--- src/rtl/seg7_pkg.sv ---
// Shared constants and helpers for the seven-segment scan driver.
package seg7_pkg;

  // All segments off (active-low).
  localparam logic [6:0] SEG_OFF = 7'h7F;

  // Active-low {g,f,e,d,c,b,a} patterns for 0..9; codes 10..15 show a dash.
  localparam logic [6:0] SEG7_LUT [16] = '{
    7'h40, 7'h79, 7'h24, 7'h30, 7'h19, 7'h12, 7'h02, 7'h78,
    7'h00, 7'h10, 7'h3F, 7'h3F, 7'h3F, 7'h3F, 7'h3F, 7'h3F
  };

  // Number of clkM cycles in one digit slot.
  function automatic int slot_div(input int m, input int slot_hz);
    return m / slot_hz;
  endfunction

endpackage

--- src/rtl/seg7_decode.sv ---
// Combinational BCD to active-low seven-segment lookup.
module seg7_decode
  import seg7_pkg::*;
(
  input  logic [3:0] bcd,
  output logic [6:0] seg
);

  // Table lookup; invalid codes are covered by the table itself.
  assign seg = SEG7_LUT[bcd];

endmodule

--- src/rtl/seg7_scan_driver.sv ---
// Multiplexed common-anode seven-segment driver with per-frame snapshot,
// per-slot blanking and optional leading-zero suppression.
module seg7_scan_driver
  import seg7_pkg::*;
#(
  parameter int M       = 10_000_000,
  parameter int SLOT_HZ = 500,
  parameter int NDIG    = 6,
  parameter int BLANK   = 1000
) (
  input  logic              clkM,
  input  logic              clr,
  input  logic [4*NDIG-1:0] digits,
  input  logic [NDIG-1:0]   dp_mask,
  input  logic              blank_lz,
  output logic [NDIG-1:0]   an,
  output logic [6:0]        seg,
  output logic              dp,
  output logic              frame_start
);

  localparam int DIV = slot_div(M, SLOT_HZ);
  localparam int CW  = (DIV > 1) ? $clog2(DIV) : 1;
  localparam int IW  = (NDIG > 1) ? $clog2(NDIG) : 1;

  logic [CW-1:0]     cnt;
  logic [IW-1:0]     idx;
  logic [4*NDIG-1:0] snap_d;
  logic [NDIG-1:0]   snap_dp;

  logic              last_cnt;
  logic              last_idx;
  logic              frame_tick;
  logic [3:0]        cur_digit;
  logic              cur_dp;
  logic [NDIG-1:0]   an_lit;
  logic [6:0]        dec_seg;
  logic              lit;

  assign last_cnt   = (cnt == CW'(DIV - 1));
  assign last_idx   = (idx == IW'(NDIG - 1));
  assign frame_tick = (cnt == '0) && (idx == '0);

  // Slot counter and digit index; idx advances at the end of each slot.
  always_ff @(posedge clkM) begin
    if (!clr) begin
      cnt <= '0;
      idx <= '0;
    end else if (last_cnt) begin
      cnt <= '0;
      idx <= last_idx ? '0 : idx + IW'(1);
    end else begin
      cnt <= cnt + CW'(1);
    end
  end

  // Capture the displayed value once per frame so a frame never mixes two times.
  always_ff @(posedge clkM) begin
    if (!clr) begin
      snap_d  <= '0;
      snap_dp <= '0;
    end else if (frame_tick) begin
      snap_d  <= digits;
      snap_dp <= dp_mask;
    end
  end

  // Select the current digit from the snapshot and build its one-cold anode word.
  always_comb begin
    cur_digit = 4'd0;
    cur_dp    = 1'b0;
    an_lit    = '1;
    for (int k = 0; k < NDIG; k++) begin
      if (idx == IW'(k)) begin
        cur_digit = snap_d[4*k +: 4];
        cur_dp    = snap_dp[k];
        an_lit[k] = 1'b0;
      end
    end
  end

  seg7_decode u_decode (
    .bcd (cur_digit),
    .seg (dec_seg)
  );

  // Lit only after the blanking window, unless this is a suppressed leading zero.
  assign lit = (cnt >= CW'(BLANK)) && !(blank_lz && last_idx && (cur_digit == 4'd0));

  // Registered pin drivers; everything is dark while not lit.
  always_ff @(posedge clkM) begin
    if (!clr) begin
      an          <= '1;
      seg         <= SEG_OFF;
      dp          <= 1'b1;
      frame_start <= 1'b0;
    end else begin
      an          <= lit ? an_lit  : '1;
      seg         <= lit ? dec_seg : SEG_OFF;
      dp          <= lit ? ~cur_dp : 1'b1;
      frame_start <= frame_tick;
    end
  end

endmodule
--- config.mk ---
export PLATFORM = sky130hd
export DESIGN_NAME = seg7_scan_driver
export DESIGN_NICKNAME = d
export VERILOG_FILES = /design/src/rtl/seg7_pkg.sv /design/src/rtl/seg7_decode.sv /design/src/rtl/seg7_scan_driver.sv
export SDC_FILE = /design/constraint.sdc
export NUM_CORES = 1
export LEC_CHECK = 0
export CORE_ASPECT_RATIO = 1.5
export CORE_MARGIN = 10
export CORE_UTILIZATION = 56
export CTS_CLUSTER_SIZE = 25
export DETAILED_ROUTE_END_ITERATION = 6
export PLACE_DENSITY_LB_ADDON = 0.15
export SLEW_MARGIN = 20
export SYNTH_ARGS = -nofsm -noshare
export SYNTH_HDL_FRONTEND = slang
export SYNTH_SLANG_ARGS = --single-unit
--- constraint.sdc ---
create_clock -name clkM -period 4.6 [get_ports clkM]
set_clock_uncertainty 0.15 [all_clocks]
set_input_delay 1.15 -clock clkM [delete_from_list [all_inputs] [get_ports clkM]]
set_output_delay 1.15 -clock clkM [all_outputs]
set_load 0.005 [all_outputs]
# == Yosys cells after proc, flatten, opt, wreduce, memory -nomap -nowiden ==
# Memories as Yosys holds them, arrays and structs flattened. A register that Yosys moved wholly into a read port is not among the register bits.
# Index checks and enable logic that the tools add are counted.
# totals
register_bits,56
rom_bits,112
input_bits,33
out_inout_bits,15
n_memories,1
# classes
n_addsub,2
magnitude_cmp,1
n_eq_ne,6
n_mux,19
bitwise_logic,3
reduce_logical,11
# memory_table
memory,words,width,read_ports,rd_ports_with_merged_regs,wr,line,source
(no name shown),16,7,1,1,0,seg7_decode.sv:10,assign seg = SEG7_LUT[bcd];
# ops
cell,count
4-bit 2-to-1 mux,6
15-bit by 1-bit adder with 15-bit output (second input constant),1
15-bit equality test (second input constant),1
15-bit by 10-bit greater-or-equal comparator with 1-bit output (second input constant),1
15-bit logical NOT,1
1-bit 2-to-1 mux,12
3-bit by 2-bit equality test with 1-bit output (second input constant),2
3-bit equality test (second input constant),2
4-bit NOT with 5-bit output,1
1-bit logical AND,4
4-bit logical NOT,1
3-bit by 1-bit adder with 3-bit output (second input constant),1
3-bit by 1-bit equality test with 1-bit output (second input constant),1
3-bit logical NOT,1
3-bit 2-to-1 mux,1
1-bit logical NOT,2
1-bit NOT,2
2-bit AND reduction,1
2-bit OR reduction,1

# == Depth between registers and ports, before layout ==
# Gate-level depths: netlist of run 1.
# depth
ltp_word,13
ltp_mapped,14

# == By module ==
# From an unflattened synthesis of run 1, not the netlist that was laid out.
# hier_totals
cells_unflattened,359
area_unflattened_um2,2951.6
# modules_own_cells
mod,n_inst,cells_each,area_per_inst_um2,seq_area_each_um2
seg7_scan_driver,1,326,2746.4,1261.2
seg7_decode,1,33,205.2,0.0

# == Least setup slack after synthesis of run 1 ==
# OpenSTA, ideal clock, no wires.
# synth_path
path_kind,reg2reg
startpoint,register idx[0]
endpoint,register an[5]
arrival_ns,2.610
slack_ns,1.777
stages_incl_launch_ff,15
path_cell_list,dfxtp_1 -> buf_2 -> inv_1 -> nor2_1 -> ha_1 -> clkbuf_1 -> nor2_1 -> o21ai_1 -> a21oi_1 -> a311oi_2 -> ha_1 -> nand3_1 -> nor3b_1 -> a21oi_1 -> nand3_1
# synth_via
elab_chain_len,12
# synth_rtl
element,line,source
"start, declared",seg7_scan_driver.sv:27,logic [IW-1:0] idx;
"start signal, assigned",seg7_scan_driver.sv:51,idx <= last_idx ? '0 : idx + IW'(1);
3-bit logical NOT,seg7_scan_driver.sv:74,if (idx == IW'(k)) begin
4-bit 2-to-1 mux (6 in series),seg7_scan_driver.sv:74,
4-bit logical NOT,seg7_scan_driver.sv:88,assign lit = (cnt >= CW'(BLANK)) && !(blank_lz && last_idx && (cur_digit == 4'd0));
1-bit logical AND,seg7_scan_driver.sv:88,
1-bit logical NOT,seg7_scan_driver.sv:88,
1-bit logical AND,seg7_scan_driver.sv:88,
2-bit AND reduction (no line),--,
"end signal, assigned",seg7_scan_driver.sv:98,an <= lit ? an_lit : '1;
"end, declared",seg7_scan_driver.sv:16,"output logic [NDIG-1:0] an,"
# Parallel ways exist; a longest one is shown, timed or not.
# A chain may end at the register's enable or synchronous reset.

# == Worst setup path in the final report of run 1 ==
# layout_path
startpoint,register idx[0]
endpoint,register dp
# layout_via
elab_chain_len,12
# layout_rtl
element,line,source
3-bit logical NOT,seg7_scan_driver.sv:74,
4-bit 2-to-1 mux (6 in series),seg7_scan_driver.sv:74,
4-bit logical NOT,seg7_scan_driver.sv:88,
1-bit logical AND,seg7_scan_driver.sv:88,
1-bit logical NOT,seg7_scan_driver.sv:88,
1-bit logical AND,seg7_scan_driver.sv:88,
2-bit AND reduction (no line),--,
"end signal, assigned",seg7_scan_driver.sv:100,dp <= lit ? ~cur_dp : 1'b1;
"end, declared",seg7_scan_driver.sv:18,"output logic dp,"
# Parallel ways exist; a longest one is shown, timed or not.

==> impl_metrics.tcl, run 1 <==
set metrics [dict create \
    syn_avg_cell_area_um2 8.28 \
    netlist_area_um2 2820 \
    cts_sinks 63 \
    hold_viol 0 \
    final_max_slew_viol_count 0 \
    drt_wl_total_um 6620 \
    outcome "finished clean" \
    worstMarginPinSlew_ns 0.663 \
    reg2reg_depth 12 \
    cts_made_buffers 9 \
    vias 2447 \
    yosysTopAreaCell "dfxtp_1" \
    cts_setup_buffers 0 \
    synth.area.top_cells "dfxtp_1 (45%), nand2_1 (10%), a21oi_1 (7.1%), nor2_1 (4.3%), ha_1 (3.6%)" \
    hpwlAfterDp_um 5010 \
    row_count 31 \
    grt_antenna_before_repair 0 \
    cts_resized 0 \
    synth_cell_types 47 \
    core-area_um2 4850 \
    grt_pass1_vias 2546 \
    drv_cap 0 \
    tns_ns 0 \
    yosysTopAreaCellShare_pct 44.8 \
    path_class "reg2reg" \
    ant_nets 0 \
    crit_end "dp" \
    die_w_um 77.9 \
    critical_path_arrival_ns 3.72 \
    die_area_um2 8320 \
    ys_seq_elements 63 \
    cp-start-kind "register" \
    cts_buffer_depth 2 \
    cts_tree "yes" \
    synthCells 340 \
    ys_top_cells_by_count "nand2_1 (76), dfxtp_1 (63), a21oi_1 (40), nor2_1 (32), nand3_1 (13)" \
    ys.flop_type "dfxtp_1" \
    wire_per_inst_um 14.6 \
    r2r-start "idx[0]" \
    max-vdd-ir-drop_uv 208 \
    via_per_inst 5.40 \
    rrSetupSlack_ns 0.99 \
    io_buffers 47 \
    area_growth_pct 22.4 \
    crit_start "idx[0]" \
    grt_max_degree 36 \
    clk_pin_slew_ns 0.06 \
    synth-seq-area-share_pct 44.8 \
    grt_use_total_pct 16.8 \
    endpoint_kind "register" \
    hold_class "reg2reg" \
    rsz0062_at_grt "false" \
    synthMostInstantiatedCell "nand2_1" \
    fp.dieH_um 107 \
    yosys_warnings 0 \
    required_ns 4.71 \
    drive_above_1_share_pct 6.72 \
    gp_congestion 0.922 \
    antenna_cells 0 \
    root_buffer "clkbuf_8" \
    slew_headroom_pct 55.8 \
    final_util_pct 71.1 \
    crit_fanout 19 \
    clk_latency_ns 0.34 \
    nets 425 \
    overflow 0 \
    ctsHoldBuffers 0 \
    setup_viol 0 \
    start_util_pct 58.1 \
    fmax_ghz 0.277 \
    power_density_nw_per_um2 334 \
    fin_crit_sh_pct 78.4 \
    drtPass1Iterations 4 \
    p_leak_nw 1.32 \
    min_period_ns 3.61 \
    ys_async_sr_fraction_pct 0 \
    worstReg2RegEnd "dp" \
    dr.first_iter.drc_count 140 \
    drc_errors 0 \
    grt_first_pass_wirelength_um 11500 \
    synth_fp_nets 381 \
    whs_ns 0.302 \
    htreeDepth 3 \
    ios 48 \
    synth_edf_count 0 \
]
## layout by cell type, fill, tap and decap left out, drive strengths merged, types with 10 or more instances in the layout
| cell | netlist | routed |
|---|---|---|
| nand2 | 76 | 76 |
| nor2 | 32 | 32 |
| nand3 | 13 | 13 |
| xor2 | 10 | 10 |
| a21oi | 40 | 40 |
| o21ai | 15 | 15 |
| clkbuf | 6 | 13 |
| clkdlybuf4s50 | 0 | 47 |
| inv | 10 | 10 |
| dfxtp | 63 | 63 |
## routing by layer
metal  share of wire [%]  wire length [um]  GRT usage, %  vias up
li1                    -                 -             -     1231
met1                  38              2520          16.6     1135
met2                  53              3490          29.7       61
met3                 5.3               352          5.69       20
met4                 3.7               248          10.2        0
met5                   0                 0             0        -
## stage by stage
stage | cell area, um^2 | instances | setup slack [ns] | power, mW
after floorplan | 2820 | 340 | 1.78 | 0.704
after global placement | 3280 | 439 | 1.24 | 0.749
after detailed placement | 3280 | 439 | 1.11 | 0.751
after CTS | 3450 | 453 | 1.05 | 1.16
after global routing | 3450 | 453 | 0.547 | 1.20
final | 3450 | 453 | 0.992 | 1.15
## sequential cells by signal, summed over array words and instances, names as in the netlist
register     flops
seg              7
snap_d          24
frame_start      1
idx              3
an               6
cnt             15
snap_dp          6
dp               1
## worst max-delay path, cell delays in order (launching register included)
cell and delay (ns):
dfxtp_1 0.75, inv_1 0.22, nor2_1 0.16, ha_1 0.34, nor2_1 0.15, o21ai_1 0.11
a21oi_1 0.07, a311oi_2 0.40, ha_1 0.27, nand3_1 0.08, nor3b_1 0.48, a21oi_1 0.22
o21ai_0 0.12
## final cells by class
type                    instances  area, um^2
flip-flops and latches         63        1260
well taps                      66        82.6
inverters                      11        41.3
clock buffers                  13         159
clock inverters                 1        5.00
multi-input cells             250        1410
repair buffers                 49         485
fillers                       420        1400
## cell families (layout without fill, tap and decap cells)
kind of cell / count (synthesis) / count (layout) / synth area share (%)
and+or+nand+nor: 151 / 151 / 24.6
AOI/OAI and AO/OA: 68 / 68 / 14.4
DFF: 63 / 63 / 44.8
buffers and inverters: 27 / 74 / 5.06
xor gates and xnor gates: 14 / 14 / 4.35
muxes: 9 / 9 / 3.24
adders and majority gates: 8 / 8 / 3.55
## where the power goes
part	internal, mW	switching (mW)	total (mW)
Clock	0.218	0.192	0.410
Combinational	0.0673	0.0785	0.146
Sequential	0.575	0.0198	0.594
## worst min-delay path by stage
| stage | from | to | slack, ns | cells past startpoint |
|---|---|---|---|---|
| final | snap_d[2] | snap_d[2] | 0.30 | 2 |
| after global routing | snap_d[15] | snap_d[15] | 0.33 | 2 |
| after CTS | snap_d[2] | snap_d[2] | 0.30 | 2 |
| after detailed placement | snap_d[2] | snap_d[2] | 0.29 | 2 |
| after global placement | snap_d[10] | snap_d[10] | 0.29 | 2 |
| after floorplan | snap_dp[5] | snap_dp[5] | 0.28 | 2 |
Power figures use the tool's default switching activity.
==> run 2, diff against run 1 <==
--- a/config.mk
+++ b/config.mk
@@ -7,7 +7,7 @@
 export LEC_CHECK = 0
 export CORE_ASPECT_RATIO = 1.5
 export CORE_MARGIN = 10
-export CORE_UTILIZATION = 56
+export CORE_UTILIZATION = 52
 export CTS_CLUSTER_SIZE = 25
 export DETAILED_ROUTE_END_ITERATION = 6
 export PLACE_DENSITY_LB_ADDON = 0.15
==> constraint.sdc (replaced) <==
create_clock -name clkM -period 3.6 [get_ports clkM]
set_clock_uncertainty 0.15 [all_clocks]
set_input_delay 0.9 -clock clkM [delete_from_list [all_inputs] [get_ports clkM]]
set_output_delay 0.9 -clock clkM [all_outputs]
set_load 0.005 [all_outputs]
==> impl_metrics.tcl, run 2 (synthesis results as in run 1) <==
set metrics [dict create \
    outcome "finished clean" \
    final_cell_mix "nand2_1 (76), dfxtp_1 (63), clkdlybuf4s50_1 (47)" \
    hpwlAfterDp_um 5080 \
    htreeDepth 3 \
    cts_setup_buffers 0 \
    cts_resized 0 \
    clk_latency_ns 0.33 \
    grt_pass1_vias 2461 \
    clk_pin_slew_ns 0.06 \
    antenna_cells 0 \
    cp_top_family "simple AND/OR/NAND/NOR gates" \
    die_area_um2 8820 \
    drtPass1Iterations 4 \
    setup_viol 0 \
    core-area_um2 5200 \
    grt_antenna_before_repair 0 \
    final_common_cell "nand2_1" \
    gp_congestion 0.903 \
    rsz0062_at_grt "false" \
    start_util_pct 54.1 \
    top_register "snap_d" \
    tns_ns 0 \
    min_period_ns 3.19 \
    path_depth 12 \
    ant_nets 0 \
    crit_chain "inv_1 -> nor2_1 -> ha_1 -> nor2_1 -> o21ai_1 -> a21oi_1 -> a311oi_2 -> ha_1 -> nand3_1 -> nor3b_1 -> a21oi_1 -> nand3_1" \
    crit_fanout 12 \
    fp.dieH_um 110 \
    ios 48 \
    hold_class "reg2reg" \
    area_growth_pct 25.1 \
    final_max_slew_viol_count 0 \
    cts_sinks 63 \
    wire_per_inst_um 14.3 \
    cts_buffer_depth 2 \
    fin_crit_sh_pct 88.6 \
    cts_made_buffers 9 \
    required_ns 3.72 \
    row_count 32 \
    via_per_inst 5.27 \
    drt_wl_total_um 6580 \
    drv_cap 0 \
    die_w_um 80.1 \
    critical_path_arrival_ns 3.31 \
    vias 2419 \
    hold_viol 0 \
    dr.first_iter.drc_count 172 \
    cp_slowest_cell "dfxtp_1" \
    slew_headroom_pct 64.4 \
    io_buffers 47 \
    worst-path-buf-inv 1 \
    root_buffer "clkbuf_8" \
    power_density_nw_per_um2 463 \
    drive_above_1_share_pct 7.67 \
    grt_use_total_pct 15.7 \
    whs_path_depth 2 \
    reg2reg_depth 12 \
    nets 427 \
    p_leak_nw 1.36 \
    ctsHoldBuffers 0 \
    whs_ns 0.300 \
    fmax_ghz 0.314 \
    largest_register_ffs 24 \
    worstMarginPinSlew_ns 0.532 \
    cpPeakStageDelay_ns 0.53 \
    endpoint_kind "register" \
    drc_errors 0 \
    grt_first_pass_wirelength_um 10900 \
    reg.largest.list "snap_d (24), cnt (15), seg (7)" \
    path_class "reg2reg" \
    cp-start-kind "register" \
    overflow 0 \
    cts_tree "yes" \
    max-vdd-ir-drop_uv 266 \
    grt_max_degree 31 \
]
==> run 2: cell count changes in the layout (fill, tap and decap cells not counted) <==
cell       before  now
bufinv_16       0    2
buf_4           2    4
==> run 2: power breakdown <==
part | internal (mW) | switching (mW) | total, mW
sequential | 0.734 | 0.0249 | 0.759
clock | 0.427 | 0.256 | 0.684
combinational | 0.0885 | 0.101 | 0.189
==> run 2: layout make-up <==
class                      instances  area [um^2]
sequential                        63         1260
inverter                          11         41.3
tap                               68         85.1
timing repair buffer              51          500
clock buffer                      13          159
fill                             462         1680
clock inverter                     3         65.1
multi-input combinational        250         1410
==> run 2: routing by layer <==
metal,vias to the layer above,track usage (%),wire [um]
met4,0,11.4,280
met5,-,0,0
met2,55,27.7,3500
li1,1232,-,-
met1,1109,15.4,2470
met3,23,4.38,330
==> run 2: tightest hold or removal path, delay by kind of cell, from the launching register on <==
kind | cells | cell delay, ns
AOI/OAI and AO/OA | 1 | 0.05
DFF | 1 | 0.31
and+or+nand+nor | 1 | 0.05
==> run 2: final timing paths <==
kind	from	endpoint	slack (ns)
setup / recovery	idx[1]	an[5]	0.41
hold / removal	snap_d[10]	snap_d[10]	0.30
setup reg to reg	idx[1]	an[5]	0.41
hold reg to reg	snap_d[10]	snap_d[10]	0.30
==> run 2: stage by stage <==
| step | cell area (um^2) | setup slack, ns | instances | power, mW | utilization [%] |
|---|---|---|---|---|---|
| floorplan | 2820 | 0.777 | 340 | 0.899 | - |
| global placement | 3300 | 0.589 | 443 | 0.960 | 63.4 |
| detailed placement | 3300 | 0.474 | 443 | 0.962 | 63.4 |
| CTS | 3520 | 0.439 | 459 | 1.64 | 67.7 |
| global route | 3520 | 0.101 | 459 | 1.70 | 67.7 |
| finish | 3520 | 0.411 | 459 | 1.63 | 67.7 |
==> run 3, diff against run 2 <==
--- a/config.mk
+++ b/config.mk
@@ -11,6 +11,7 @@
 export CTS_CLUSTER_SIZE = 25
 export DETAILED_ROUTE_END_ITERATION = 6
 export PLACE_DENSITY_LB_ADDON = 0.15
+export REMOVE_ABC_BUFFERS = 1
 export SLEW_MARGIN = 20
 export SYNTH_ARGS = -nofsm -noshare
 export SYNTH_HDL_FRONTEND = slang
==> impl_metrics.tcl, run 3 (synthesis results as in run 1) <==
set metrics [dict create \
    hpwlAfterDp_um 5080 \
    ios 48 \
    rrSetupSlack_ns 0.57 \
    max-vdd-ir-drop_uv 307 \
    path_class "reg2reg" \
    drive_above_1_share_pct 7.73 \
    cts_made_buffers 9 \
    via_per_inst 5.23 \
    ant_nets 0 \
    reg2reg_depth 12 \
    worstReg2RegEnd "seg[6]" \
    seq_area_um2 1260 \
    final_max_slew_viol_count 0 \
    rsz0062_at_grt "false" \
    endpoint_kind "register" \
    htreeDepth 3 \
    setup_viol 0 \
    power_density_nw_per_um2 439 \
    drt_wl_total_um 6630 \
    root_buffer "clkbuf_8" \
    hold_viol 0 \
    gp_congestion 0.850 \
    wire_per_inst_um 14.5 \
    vias 2383 \
    overflow 0 \
    clk_latency_ns 0.34 \
    die_area_um2 8820 \
    reg.largest.list "snap_d (24), cnt (15), seg (7)" \
    r2r-start "idx[1]" \
    fin_crit_sh_pct 84.3 \
    fill_cells 482 \
    cts_buffer_depth 2 \
    crit_fanout 12 \
    worstMarginPinSlew_ns 0.609 \
    drtPass1Iterations 4 \
    core-area_um2 5200 \
    whs_path_depth 2 \
    hold_class "reg2reg" \
    outcome "finished clean" \
    tns_ns 0 \
    antenna_cells 0 \
    slew_headroom_pct 59.3 \
    min_period_ns 3.03 \
    drc_errors 0 \
    critical_path_arrival_ns 3.14 \
    grt_pass1_vias 2405 \
    grt_antenna_before_repair 0 \
    io_buffers 47 \
    dr.first_iter.drc_count 103 \
    die_w_um 80.1 \
    placed_area_um2 3300 \
    multiInputGateArea_um2 1420 \
    ctsHoldBuffers 0 \
    required_ns 3.71 \
    top_register "snap_d" \
    grt_max_degree 36 \
    largest_register_ffs 24 \
    min_from "snap_dp[2]" \
    final_cell_mix "nand2_1 (76), dfxtp_1 (63), clkdlybuf4s50_1 (47)" \
    min_to "snap_dp[2]" \
    cts_sinks 63 \
    row_count 32 \
    area_growth_pct 23.9 \
    cts_tree "yes" \
    cp-start-kind "register" \
    fmax_ghz 0.330 \
    p_leak_nw 1.33 \
    clk_pin_slew_ns 0.06 \
    fp.dieH_um 110 \
    final_common_cell "nand2_1" \
    start_util_pct 54.1 \
    grt_use_total_pct 15.8 \
    cts_setup_buffers 0 \
    drv_cap 0 \
    grt_first_pass_wirelength_um 11100 \
    nets 426 \
    finalInstanceArea_um2 3490 \
]
-- run 3: changes by cell type in the layout (fill, tap and decap cells not counted), sizes merged --
cell,delta
clkbuf,-3
buf,-1
bufinv,-1
clkinv,+1
clkinvlp,+1
-- run 3: where the power goes --
part	internal, mW	switching, mW
Combinational	0.0870	0.104
Sequential	0.734	0.0240
Clock	0.328	0.255
-- run 3: metal layers --
| layer | up-vias | wire, um | global-route usage [%] |
|---|---|---|---|
| met3 | 18 | 288 | 3.97 |
| li1 | 1232 | - | - |
| met1 | 1085 | 2540 | 16.1 |
| met2 | 48 | 3600 | 28.9 |
| met5 | - | 0 | 0 |
| met4 | 0 | 213 | 8.33 |
-- run 3: worst max-delay path: stages, from the launching register on --
cell	delay [ns]
dfxtp_1	0.52
inv_1	0.15
nor2_1	0.12
ha_1	0.34
nor2_1	0.15
o21ai_1	0.10
a21oi_1	0.07
a311oi_2	0.40
ha_1	0.25
nand3_1	0.09
nor3b_2	0.33
a21oi_1	0.20
o21ai_0	0.12
-- run 3: through the flow --
step,worst slack (ns),cells,power (mW),hold slack (ns),util [%]
after floorplan,0.629,324,0.880,0.278,-
after global placement,0.572,442,0.961,0.290,63.4
after detailed placement,0.413,442,0.965,0.294,63.4
after CTS,0.383,456,1.54,0.303,66.9
after global routing,0.207,456,1.61,0.324,67.0
final,0.566,456,1.53,0.298,67.0
-- run 3: timing repair --
| action | CTS | global route |
|---|---|---|
| setup endpoints to repair | 0 | 4 |
| resized for setup | 0 | 1 |
| hold endpoints to repair | 0 | 0 |
-- run 3: worst max-delay path by stage --
stage / endpoint / slack, ns / start / cells past startpoint
2_1_floorplan: an[5] / 0.63 / idx[0] / 12
3_3_place_gp: an[5] / 0.57 / idx[1] / 12
3_5_place_dp: seg[6] / 0.41 / idx[1] / 12
4_1_cts: seg[6] / 0.38 / idx[1] / 12
5_1_grt: dp / 0.21 / idx[1] / 12
6_report: seg[6] / 0.57 / idx[1] / 12
-- run 3: cell type report --
class / count / area share [%]
repair buffers: 50 / 14.1
flip-flops and latches: 63 / 36.1
well taps: 68 / 2.44
clock buffers: 10 / 3.94
multi-input cells: 250 / 40.8
clock inverters: 4 / 1.36
inverters: 11 / 1.18
==> edit 1: new RTL, flow settings as in run 2 <==
The parameter `M` goes from 10_000_000 to 2_500_000.
--- a/src/rtl/seg7_scan_driver.sv
+++ b/src/rtl/seg7_scan_driver.sv
@@ -3,7 +3,7 @@
 module seg7_scan_driver
   import seg7_pkg::*;
 #(
-  parameter int M       = 10_000_000,
+  parameter int M       = 2_500_000,
   parameter int SLOT_HZ = 500,
   parameter int NDIG    = 6,
   parameter int BLANK   = 1000
Check against the original RTL: no difference found for any inputs over 10 cycles, from zero or initial values; that may be too few to reach the edited logic, so the function may still have changed.
==> edit 1 against run 2 <==
  * Synthesized area down 2.2%
  * Wire length up 1.7%
  * Setup slack better by 0.0056 ns
  * Sequential cell count down 2
  * Sequential share of layout area down 1.3 points
  * Design area up 0.60%
  * Power up 6.2%
  * Final cell count down 2.0%
  * Highest routed layer unchanged
==> edit 1: results (changes against run 2) <==
status=complete, no violations (unchanged); R2R depth=11 (was 12); Worst Hold Launch=snap_d[23]$_SDFFE_PN0P_ (was snap_d[10]$_SDFFE_PN0P_); Iteration-0 DRC Markers=158 (was 172); slew at the pin closest to its max-slew limit=0.982 ns (was 0.532 ns); overall fraction of global-route tracks in use=16.0% (was 15.7%); post-synthesis sequential area ratio=44.3% (was 44.8%); hold-critical path depth=2 (unchanged); share of final-layout standard cells stronger than drive strength 1=6.81% (was 7.67%); Psw=0.387 mW (was 0.382 mW); post-synth net total=375 (was 381); leakage power=1.40 nW (was 1.36 nW); Synth area leaders=sky130_fd_sc_hd__dfxtp_1, sky130_fd_sc_hd__nand2_1, sky130_fd_sc_hd__a21oi_1 (unchanged); Peak supply drop=0.000323 V (was 0.000266 V); highest fanout seen on the critical path=16 (was 12); WP data arrival=3.27 ns (was 3.31 ns); via count=2360 (was 2419); Hold Path End=snap_d[23]$_SDFFE_PN0P_ (was snap_d[10]$_SDFFE_PN0P_); Num CTS Buffers=9 (unchanged); GP Congestion=0.897 (was 0.903); maximum number of pins on one net before global-route repair=34 (was 31); gate family responsible for the most delay along the worst path=compound AO/OA/AOI/OAI gates (was simple AND/OR/NAND/NOR gates); final worst-path cycle share=88.4% (was 88.6%); global-route wire length before repair=11.0 mm (was 10.9 mm); biggest cell delay along the critical path=0.47 ns (was 0.53 ns); worst r2r src=idx[0]$_SDFFE_PN0P_ (was idx[1]$_SDFFE_PN0P_); Net count, final=419 (was 427); Worst Setup Slack post-DPL=0.474 ns (about the same); Detailed Place HPWL=5.12 mm (was 5.08 mm); Largest regs=snap_d: 24 flops, cnt: 13 flops, seg: 7 flops (was snap_d: 24 flops, cnt: 15 flops, seg: 7 flops); WL per Instance=14.9 um (was 14.3 um); worst flop-to-flop path endpoint=seg[3]$_SDFF_PN1_ (was an[5]$_SDFF_PN1_)
[edit 1: cell count changes after synthesis, moves of 4 or more]
cell,delta
sky130_fd_sc_hd__and2_1,+5
sky130_fd_sc_hd__clkbuf_1,+7
sky130_fd_sc_hd__buf_6,-4
sky130_fd_sc_hd__nor2_1,-8
sky130_fd_sc_hd__o21ai_1,-6
sky130_fd_sc_hd__a21oi_1,-6
[edit 1: how the worst max path moves through the flow]
stage | from | to | cells after the start
finish | idx[0]$_SDFFE_PN0P_ | seg[3]$_SDFF_PN1_ | 11
global route | idx[0]$_SDFFE_PN0P_ | dp$_SDFF_PN1_ | 11
CTS | idx[0]$_SDFFE_PN0P_ | seg[3]$_SDFF_PN1_ | 11
detailed placement | idx[0]$_SDFFE_PN0P_ | seg[3]$_SDFF_PN1_ | 11
global placement | idx[0]$_SDFFE_PN0P_ | seg[0]$_SDFF_PN1_ | 11
floorplan | idx[2]$_SDFFE_PN0P_ | seg[3]$_SDFF_PN1_ | 12
[edit 1: kinds of logic (layout without fill, tap and decap cells)]
group                      Yosys count  after routing  share of synthesized area [%]
AOI/OAI and AO/OA                   61             61                           14.1
xor gates and xnor gates            12             12                           3.82
adders and majority gates            9              9                           4.09
buffers and inverters               28             77                           4.18
DFF                                 61             61                           44.3
muxes                                8              8                           2.91
and+or+nand+nor                    154            154                           26.6
[edit 1: area by class of cell]
type	instances	area, um^2
fillers	420	1580
multi-input cells	244	1430
flip-flops and latches	61	1220
repair buffers	51	500
clock buffers	10	138
clock inverters	6	134
well taps	68	85.1
inverters	10	37.5
[edit 1: stage by stage]
stage / utilization (%) / hold slack, ns / std cells / instance area [um^2]
global placement: 63.7 / 0.292 / 434 / 3270
CTS: 69.2 / 0.303 / 450 / 3550
detailed placement: 63.9 / 0.293 / 434 / 3270
finish: 69.2 / 0.299 / 450 / 3550
floorplan: - / 0.277 / 333 / 2750
global route: 69.2 / 0.329 / 450 / 3550
[edit 1: per-layer routing]
layer  up-vias  part of all wire (%)  track usage (%)
met2        48                    57             30.8
met4         0                   1.8             6.43
met1      1078                    37             15.0
li1       1225                     -                -
met5         -                     0                0
met3         9                   4.1             5.27
[edit 1: power groups by stage]
stage / Sequential [mW] / Combinational (mW) / Clock, mW
floorplan: 0.741 / 0.119 / 0
global placement: 0.752 / 0.182 / 0
detailed placement: 0.752 / 0.183 / 0
CTS: 0.736 / 0.185 / 0.822
global route: 0.739 / 0.207 / 0.855
finish: 0.736 / 0.184 / 0.813
[edit 1: tightest hold or removal path, cell delays in order (launching register included)]
cell                      delay [ns]
sky130_fd_sc_hd__dfxtp_1        0.31
sky130_fd_sc_hd__nand2_1        0.05
sky130_fd_sc_hd__a21oi_1        0.05
==> edit 2: new RTL, settings of run 2 <==
Without the edit above. Register the inputs `clr`, `digits`, `dp_mask` and `blank_lz` before use. The logic sees them one clock later.
--- a/src/rtl/seg7_scan_driver.sv
+++ b/src/rtl/seg7_scan_driver.sv
@@ -23,6 +23,18 @@
   localparam int CW  = (DIV > 1) ? $clog2(DIV) : 1;
   localparam int IW  = (NDIG > 1) ? $clog2(NDIG) : 1;
 
+  logic clr_q;
+  logic [4*NDIG-1:0] digits_q;
+  logic [NDIG-1:0] dp_mask_q;
+  logic blank_lz_q;
+
+  always_ff @(posedge clkM) begin
+    clr_q      <= clr;
+    digits_q   <= digits;
+    dp_mask_q  <= dp_mask;
+    blank_lz_q <= blank_lz;
+  end
+
   logic [CW-1:0]     cnt;
   logic [IW-1:0]     idx;
   logic [4*NDIG-1:0] snap_d;
@@ -43,7 +55,7 @@
 
   // Slot counter and digit index; idx advances at the end of each slot.
   always_ff @(posedge clkM) begin
-    if (!clr) begin
+    if (!clr_q) begin
       cnt <= '0;
       idx <= '0;
     end else if (last_cnt) begin
@@ -56,12 +68,12 @@
 
   // Capture the displayed value once per frame so a frame never mixes two times.
   always_ff @(posedge clkM) begin
-    if (!clr) begin
+    if (!clr_q) begin
       snap_d  <= '0;
       snap_dp <= '0;
     end else if (frame_tick) begin
-      snap_d  <= digits;
-      snap_dp <= dp_mask;
+      snap_d  <= digits_q;
+      snap_dp <= dp_mask_q;
     end
   end
 
@@ -85,11 +97,11 @@
   );
 
   // Lit only after the blanking window, unless this is a suppressed leading zero.
-  assign lit = (cnt >= CW'(BLANK)) && !(blank_lz && last_idx && (cur_digit == 4'd0));
+  assign lit = (cnt >= CW'(BLANK)) && !(blank_lz_q && last_idx && (cur_digit == 4'd0));
 
   // Registered pin drivers; everything is dark while not lit.
   always_ff @(posedge clkM) begin
-    if (!clr) begin
+    if (!clr_q) begin
       an          <= '1;
       seg         <= SEG_OFF;
       dp          <= 1'b1;
Function: changed (a bounded check fails within 4 cycles, from zero or initial values).
==> edit 2 against run 2 <==
  * Design area up 20%
  * Count of clock-buffer cells in the layout is 1 lower
  * Sequential share of layout area rose by 9.3 points
  * First-iteration DRC count down 7.6%
  * Sequential cell count rose by 32
  * Worst hold slack worse by 0.012 ns
  * Synthesized area up 25%
  * Wire length increased by 9.2%
  * Power is 26% higher
  * Setup slack better by 0.22 ns
  * Critical path type unchanged
  * Critical endpoint is now seg[1]$_SDFF_PN1_
  * Largest cell class is now flip-flops and latches
  * Largest power group unchanged
==> edit 2: results (changes against run 2) <==
status=complete, no violations (unchanged); Post-Synthesis Cells=374 (was 340); biggest cell delay along the critical path=0.55 ns (was 0.53 ns); via density per instance=5.34 (was 5.27); overall fraction of global-route tracks in use=14.2% (was 15.7%); post-synthesis sequential element count=95 (was 63); synthesized-area fraction occupied by adder cells=2.85% (was 3.55%); GRT met2 Usage=23.7% (was 27.7%); Final WS setup=0.632 ns (was 0.411 ns); Worst Hold Launch=digits_q[9]$_DFF_P_ (was snap_d[10]$_SDFFE_PN0P_); global-route wire length before repair=12.1 mm (was 10.9 mm); utilization after layout=64.6% (was 67.7%); Detailed Place HPWL=5.40 mm (was 5.08 mm); drt total wl=7.19 mm (was 6.58 mm); Net count, final=455 (was 427); Psw=0.460 mW (was 0.382 mW); Placed Instance Area=4010 um^2 (was 3300 um^2); register cell area after layout=1900 um^2 (was 1260 um^2); leakage power=1.66 nW (was 1.36 nW); GRT met3 Usage=4.57% (was 4.38%); post-synth net total=415 (was 381); Synth area leaders=sky130_fd_sc_hd__dfxtp_1, sky130_fd_sc_hd__nand2_1, sky130_fd_sc_hd__a21oi_1 (unchanged); clock-pin transition on the worst setup and hold timing paths=0.08 ns (was 0.06 ns); gate family responsible for the most delay along the worst path=compound AO/OA/AOI/OAI gates (was simple AND/OR/NAND/NOR gates); WP data arrival=3.11 ns (was 3.31 ns); Hold Path End=snap_d[9]$_SDFFE_PN0P_ (was snap_d[10]$_SDFFE_PN0P_); Peak supply drop=0.000397 V (was 0.000266 V); non-clock buffer share of cell area=11.7% (was 14.2%); clock latency on the worst-skew pair=0.36 ns (was 0.33 ns); share of final-layout standard cells stronger than drive strength 1=6.70% (was 7.67%); fraction of synthesized area in multiplexers=2.31% (was 3.24%); number of clock-tree buffers in the layout=12 (was 13); Synth cell types=49 (was 47); compound-gate portion of the synthesized area=12.5% (was 14.4%); slowest cell on the critical path=sky130_fd_sc_hd__dfxtp_2 (was sky130_fd_sc_hd__dfxtp_1); met1 wire length=2.84 mm (was 2.47 mm); Hold WS=0.289 ns (was 0.300 ns)
## edit 2: changes by cell type in the layout (fill, tap and decap cells not counted), sizes merged, moves of 4 or more
cell | run 2 | this run
and3b | 0 | 5
dfxtp | 63 | 95
o21ba | 0 | 4
a21oi | 40 | 34
and2 | 2 | 6
o21ai | 15 | 10
## edit 2: power by group through the flow
| stage | Clock, mW | Combinational [mW] | Sequential (mW) |
|---|---|---|---|
| floorplan | 0 | 0.124 | 1.15 |
| global placement | 0 | 0.180 | 1.16 |
| detailed placement | 0 | 0.184 | 1.16 |
| CTS | 0.762 | 0.185 | 1.14 |
| global route | 0.798 | 0.207 | 1.14 |
| finish | 0.737 | 0.182 | 1.14 |
## edit 2: timing repair
action | CTS | global route
hold buffers | 0 | 0
resized for setup | 0 | 1
endpoints found under the setup margin | 0 | 1
